File: src/rtl/mau_pkg.sv
// Shared definitions for the memory access unit.
//   AW_DEF / DW_DEF / SQ_DEPTH_DEF : default address width, data width, store-queue depth
//   mau_state_e                    : load-path FSM states
package mau_pkg;

    localparam int unsigned AW_DEF       = 8;
    localparam int unsigned DW_DEF       = 16;
    localparam int unsigned SQ_DEPTH_DEF = 4;

    typedef enum logic [1:0] {
        StIdle  = 2'd0,
        StLdMem = 2'd1,
        StRsp   = 2'd2
    } mau_state_e;

endpackage

File: src/rtl/mau_store_queue.sv
// In-order store queue: circular FIFO of {addr, data} with a parallel forwarding lookup.
//   clk_i, rst_ni           : clock, async active-low reset (empties the queue)
//   push_i, push_addr_i/_data_i : enqueue at the tail (caller guarantees not full)
//   pop_i                   : dequeue the head (caller guarantees not empty)
//   head_addr_o/_data_o     : oldest entry
//   count_o, full_o         : occupancy
//   lookup_addr_i           : address to forward against
//   hit_o, hit_data_o       : youngest valid entry with a matching address
module mau_store_queue
    import mau_pkg::*;
#(
    parameter int unsigned AW    = AW_DEF,
    parameter int unsigned DW    = DW_DEF,
    parameter int unsigned DEPTH = SQ_DEPTH_DEF
) (
    input  logic                    clk_i,
    input  logic                    rst_ni,
    input  logic                    push_i,
    input  logic [AW-1:0]           push_addr_i,
    input  logic [DW-1:0]           push_data_i,
    input  logic                    pop_i,
    output logic [AW-1:0]           head_addr_o,
    output logic [DW-1:0]           head_data_o,
    output logic [$clog2(DEPTH):0]  count_o,
    output logic                    full_o,
    input  logic [AW-1:0]           lookup_addr_i,
    output logic                    hit_o,
    output logic [DW-1:0]           hit_data_o
);

    localparam int unsigned PW = $clog2(DEPTH);
    localparam int unsigned CW = PW + 1;

    logic [AW-1:0] addr_q [DEPTH];
    logic [DW-1:0] data_q [DEPTH];
    logic [PW-1:0] head_q, tail_q;
    logic [CW-1:0] count_q;
    logic [PW-1:0] idx;

    always_ff @(posedge clk_i or negedge rst_ni) begin
        if (!rst_ni) begin
            head_q  <= '0;
            tail_q  <= '0;
            count_q <= '0;
        end else begin
            if (push_i) tail_q <= tail_q + 1'b1;
            if (pop_i)  head_q <= head_q + 1'b1;
            count_q <= count_q + CW'(push_i) - CW'(pop_i);
        end
    end

    // Payload needs no reset: validity is tracked by head/count only.
    always_ff @(posedge clk_i) begin
        if (push_i) begin
            addr_q[tail_q] <= push_addr_i;
            data_q[tail_q] <= push_data_i;
        end
    end

    assign head_addr_o = addr_q[head_q];
    assign head_data_o = data_q[head_q];
    assign count_o     = count_q;
    assign full_o      = (count_q == CW'(DEPTH));

    // Walk oldest to youngest so the last (youngest) match overrides earlier ones.
    always_comb begin
        hit_o      = 1'b0;
        hit_data_o = '0;
        idx        = '0;
        for (int unsigned k = 0; k < DEPTH; k++) begin
            idx = head_q + PW'(k);
            if ((CW'(k) < count_q) && (addr_q[idx] == lookup_addr_i)) begin
                hit_o      = 1'b1;
                hit_data_o = data_q[idx];
            end
        end
    end

endmodule

File: src/rtl/mem_access_unit.sv
// Load/store front-end between execute and a 2**AW x DW data memory.
//   clk, rst_n                       : clock, async active-low reset
//   req_valid/req_ready/req_we/req_addr/req_wdata : request handshake (one op per cycle)
//   rsp_valid/rsp_ready/rsp_rdata    : load response, held until consumed
//   mem_dadd/mem_din/mem_rwb         : registered memory port (rwb=1 writes)
//   mem_dout                         : combinational read data for mem_dadd
//   sq_count                         : store-queue occupancy
module mem_access_unit
    import mau_pkg::*;
#(
    parameter int unsigned AW       = AW_DEF,
    parameter int unsigned DW       = DW_DEF,
    parameter int unsigned SQ_DEPTH = SQ_DEPTH_DEF
) (
    input  logic                       clk,
    input  logic                       rst_n,
    input  logic                       req_valid,
    output logic                       req_ready,
    input  logic                       req_we,
    input  logic [AW-1:0]              req_addr,
    input  logic [DW-1:0]              req_wdata,
    output logic                       rsp_valid,
    input  logic                       rsp_ready,
    output logic [DW-1:0]              rsp_rdata,
    output logic [AW-1:0]              mem_dadd,
    output logic [DW-1:0]              mem_din,
    output logic                       mem_rwb,
    input  logic [DW-1:0]              mem_dout,
    output logic [$clog2(SQ_DEPTH):0]  sq_count
);

    mau_state_e    state_q;
    logic          sq_full;
    logic          sq_hit;
    logic [DW-1:0] sq_hit_data;
    logic [AW-1:0] sq_head_addr;
    logic [DW-1:0] sq_head_data;
    logic          accept, ld_acc, st_acc, ld_miss, drain;

    // A full queue blocks stores only; loads can still be accepted.
    assign req_ready = (state_q == StIdle) && !(req_we && sq_full);
    assign accept    = req_valid && req_ready;
    assign ld_acc    = accept && !req_we;
    assign st_acc    = accept && req_we;
    assign ld_miss   = ld_acc && !sq_hit;
    // Drain only when the core is quiet or the queue is backing it up; a load miss owns the port.
    assign drain     = (sq_count != '0) && !ld_miss && (!req_valid || sq_full);

    mau_store_queue #(
        .AW    (AW),
        .DW    (DW),
        .DEPTH (SQ_DEPTH)
    ) u_store_queue (
        .clk_i         (clk),
        .rst_ni        (rst_n),
        .push_i        (st_acc),
        .push_addr_i   (req_addr),
        .push_data_i   (req_wdata),
        .pop_i         (drain),
        .head_addr_o   (sq_head_addr),
        .head_data_o   (sq_head_data),
        .count_o       (sq_count),
        .full_o        (sq_full),
        .lookup_addr_i (req_addr),
        .hit_o         (sq_hit),
        .hit_data_o    (sq_hit_data)
    );

    always_ff @(posedge clk or negedge rst_n) begin
        if (!rst_n) begin
            state_q   <= StIdle;
            rsp_valid <= 1'b0;
            rsp_rdata <= '0;
            mem_dadd  <= '0;
            mem_din   <= '0;
            mem_rwb   <= 1'b0;
        end else begin
            // Port: rwb is high for exactly the cycle after a drain is issued.
            if (ld_miss) begin
                mem_dadd <= req_addr;
                mem_rwb  <= 1'b0;
            end else if (drain) begin
                mem_dadd <= sq_head_addr;
                mem_din  <= sq_head_data;
                mem_rwb  <= 1'b1;
            end else begin
                mem_rwb  <= 1'b0;
            end

            unique case (state_q)
                StIdle: begin
                    if (ld_acc) begin
                        if (sq_hit) begin
                            rsp_rdata <= sq_hit_data;
                            rsp_valid <= 1'b1;
                            state_q   <= StRsp;
                        end else begin
                            state_q   <= StLdMem;
                        end
                    end
                end
                StLdMem: begin
                    rsp_rdata <= mem_dout;
                    rsp_valid <= 1'b1;
                    state_q   <= StRsp;
                end
                StRsp: begin
                    if (rsp_ready) begin
                        rsp_valid <= 1'b0;
                        state_q   <= StIdle;
                    end
                end
                default: state_q <= StIdle;
            endcase
        end
    end

endmodule

File: config.mk
export PLATFORM = sky130hd
export DESIGN_NAME = mem_access_unit
export DESIGN_NICKNAME = d
export VERILOG_FILES = /design/src/rtl/mau_pkg.sv /design/src/rtl/mau_store_queue.sv /design/src/rtl/mem_access_unit.sv
export SDC_FILE = /design/constraint.sdc
export NUM_CORES = 1
export LEC_CHECK = 0
export CAP_MARGIN = 20
export CORE_MARGIN = 2
export CORE_UTILIZATION = 25
export CTS_CLUSTER_DIAMETER = 100
export DETAILED_ROUTE_END_ITERATION = 8
export GPL_ROUTABILITY_DRIVEN = 0
export HOLD_SLACK_MARGIN = 0.08
export PLACE_DENSITY_LB_ADDON = 0.15
export SYNTH_ARGS = -nofsm -noshare
export SYNTH_HDL_FRONTEND = slang
export SYNTH_SLANG_ARGS = --single-unit
File: constraint.sdc
create_clock -name clk -period 5.2 [get_ports clk]
set_clock_uncertainty 0.1 [all_clocks]
set_input_delay 0.78 -clock clk [delete_from_list [all_inputs] [get_ports clk]]
set_output_delay 0.78 -clock clk [all_outputs]
set_load 0.02 [all_outputs]
==> flow_summary.yaml <==
synth:
  netlist-cell-type-count: 65
  synth_flop_cell: "edfxtp_1"
  ys_warn_count: 0
  synth_area_per_cell_sq_um: 11.7
  synthCells: 722
  synth_nets: 776
  yosys.area.top_type: "edfxtp_1"
  synth_compound_area_share_pct: 13.9
  synth_top_family_by_area: "multiplexers"
  seq_area_frac_synth_pct: 49.2
  synth_seq_cells: 147
  synth_simple_gate_area_share_pct: 8.65
  synthMuxAreaShare_pct: 18.6
  synthTopCellsByArea: "edfxtp_1 34%, dfrtp_1 15%, mux2i_1 7.7%"
  synth-adder-area-share_pct: 1.42
  synthArstFlopShare_pct: 34.7
  synth_edf_count: 96
  synthDominantCellAreaShare_pct: 34.1
  syn_area_sq_um: 8460
  synth_xor_area_share_pct: 3.83
timing:
  period_share_pct: 79.7
  setup_slack_ns: 1.05
  hold_viol: 0
  drv_slew: 0
  fmax_mhz: 241
  grt_setup_unrepaired: "no"
  period_minus_slack_ns: 4.15
  tns_ns: 0
  worstMarginPinSlew_ns: 0.868
  hold_ws_ns: 0.369
  relSlewSlack_pct: 42.1
  setup_viol: 0
clock_network:
  post_cts_resized: 0
  clk_pin_slew_ns: 0.06
  post_cts_buffers: 0
  clock_sinks: 147
  cts_root_buf: "clkbuf_16"
  clockBufferDepth: 2
  cts-hold-fix-buffers: 0
  tritoncts: "done"
  clock_latency_ns: 0.44
  cts_inserted_buffers: 17
  htree_levels: 4
routing:
  ant_nets: 0
  drc: 0
  wl_per_cell_um: 20.4
  drtIter0Drc: 401
  dr.pass1.iters: 5
  routed_wl_mm: 25.6
  vias: 6073
  vias_per_cell: 4.84
place:
  hpwl_mm: 17.8
  io_buffers: 90
  dpl.cell_count: 1222
  pre_cts_ws_ns: 0.816
worst_setup_path:
  worstPathBufferInverterCount: 1
  critPathLaunchType: "flop"
  slowest_stage: "a21oi_2"
  end_kind: "flop"
  max_stage_delay_ns: 0.76
  path_cells: "buf_4, mux2i_1, mux2_2, o31ai_1, or3_1, o2111ai_2, a21oi_2, or2_4, o41ai_1"
  cp_max_fo: 32
  cp_top_family: "compound AO/OA/AOI/OAI gates"
  required_ns: 5.41
  path_class: "reg2reg"
  worstPathArrival_ns: 4.35
final_layout:
  n_antenna_cell: 0
  final_layout_size_suffix_gt1_share_pct: 18.0
  nets: 847
  utilization_pct: 31.0
  synthToLayoutAreaGrowth_pct: 22.4
  fillers: 3394
  instances_no_fill: 1254
  mostFrequentLayoutCell: "edfxtp_1"
  final_cell_mix: "96 x edfxtp_1, 89 x clkdlybuf4s50_1, 65 x mux2i_1, 56 x nand2_1, 49 x dfrtp_1"
floorplan:
  ios: 91
  dieWidth_um: 188
  die_area_sq_um: 35300
  rows: 67
  core_sq_um: 33400
  start_util_pct: 25.3
  die_h_um: 188
power:
  power.density_nw_per_um2: 557
  p_leak_nw: 3.78
  vdd_drop_max_uv: 209
global_route:
  track_usage_pct: 14.8
  grt_pass1_wl_mm: 38.6
  antenna_found_initial: 2
  grt_remaining_overflow: 0
  grt_pass1_vias: 5838
  grt_max_degree: 79
worst_hold_path:
  hp-class: "in2async"
outcome:
  status: "complete, no violations"
run:
  maxCapViolCount: 0
## layout make-up
class                      instances  area (sq um)  share of cell area, %
inverter                          19          71.3                  0.688
clock inverter                    14           116                   1.12
sequential                       147          4170                   40.2
tap                              448           561                   5.41
multi-input combinational        495          3940                   38.0
timing repair buffer             113          1070                   10.3
clock buffer                      18           439                   4.24
## per-stage QoR
step | instance area [sq um] | total power [mW]
3_5_place_dp | 9800 | 4.62
6_report | 10400 | 5.77
4_1_cts | 10400 | 5.83
5_1_grt | 10400 | 6.14
3_3_place_gp | 9800 | 4.64
2_1_floorplan | 8460 | 3.67
## kinds of logic (layout without fill, tap and decap cells)
group / count (synthesis) / after routing
buffers and inverters: 80 / 164
XOR/XNOR: 37 / 37
AND/OR/NAND/NOR: 152 / 152
flip-flops: 147 / 147
multiplexers: 127 / 127
AO/OA/AOI/OAI: 170 / 170
adder cells (fa/ha/maj): 9 / 9
## per-layer routing
metal / part of all wire, % / vias up / GRT usage, %
met5: 0.11 / - / 0
met4: 1.2 / 4 / 4.27
met3: 4.8 / 20 / 3.26
met2: 41 / 149 / 20.2
met1: 53 / 3028 / 22.8
li1: - / 2872 / -
## sequential cells by signal, summed over array words and instances (netlist names)
register and count:
rsp_rdata 16, u_store_queue.count_o 3, u_store_queue.tail_q 2, mem_rwb 1, state_q 2, u_store_queue.data_q 64
mem_dadd 8, mem_din 16, u_store_queue.addr_q 32, u_store_queue.head_q 2, rsp_valid 1
## synth_stat cells, types with 11 or more instances
| master | instances |
|---|---|
| mux4_2 | 20 |
| o31ai_1 | 15 |
| nand2_1 | 56 |
| nor2_1 | 32 |
| o21ai_0 | 46 |
| clkbuf_1 | 34 |
| dfrtp_1 | 51 |
| buf_2 | 12 |
| edfxtp_1 | 96 |
| nand3_1 | 11 |
| a21oi_1 | 44 |
| xnor2_1 | 32 |
| nor3_1 | 15 |
| mux2_2 | 41 |
| inv_1 | 18 |
| mux2i_1 | 65 |
## where the power goes
group / leakage, nW / total (mW) / switching [mW] / internal [mW]
logic: 2.00 / 2.81 / 1.55 / 1.26
clock network: 0.279 / 1.18 / 0.545 / 0.637
registers: 1.50 / 1.78 / 0.259 / 1.52
## path summary, 6_finish.rpt
check	from	end	slack, ns	cells after the start
min	rst_n	mem_dadd[1]$_DFFE_PN0P_	0.37	2
min in group clk	mem_din[5]$_DFFE_PN0P_	mem_din[5]$_DFFE_PN0P_	0.38	2
max in group asynchronous	rst_n	u_store_queue.head_q[1]$_DFFE_PN0P_	4.04	2
min reg2reg	mem_din[5]$_DFFE_PN0P_	mem_din[5]$_DFFE_PN0P_	0.38	2
max	u_store_queue.head_q[1]$_DFFE_PN0P_	rsp_rdata[13]$_DFFE_PN0P_	1.05	9
max reg2reg	u_store_queue.head_q[1]$_DFFE_PN0P_	rsp_rdata[13]$_DFFE_PN0P_	1.05	9
Power figures use the tool's default switching activity.
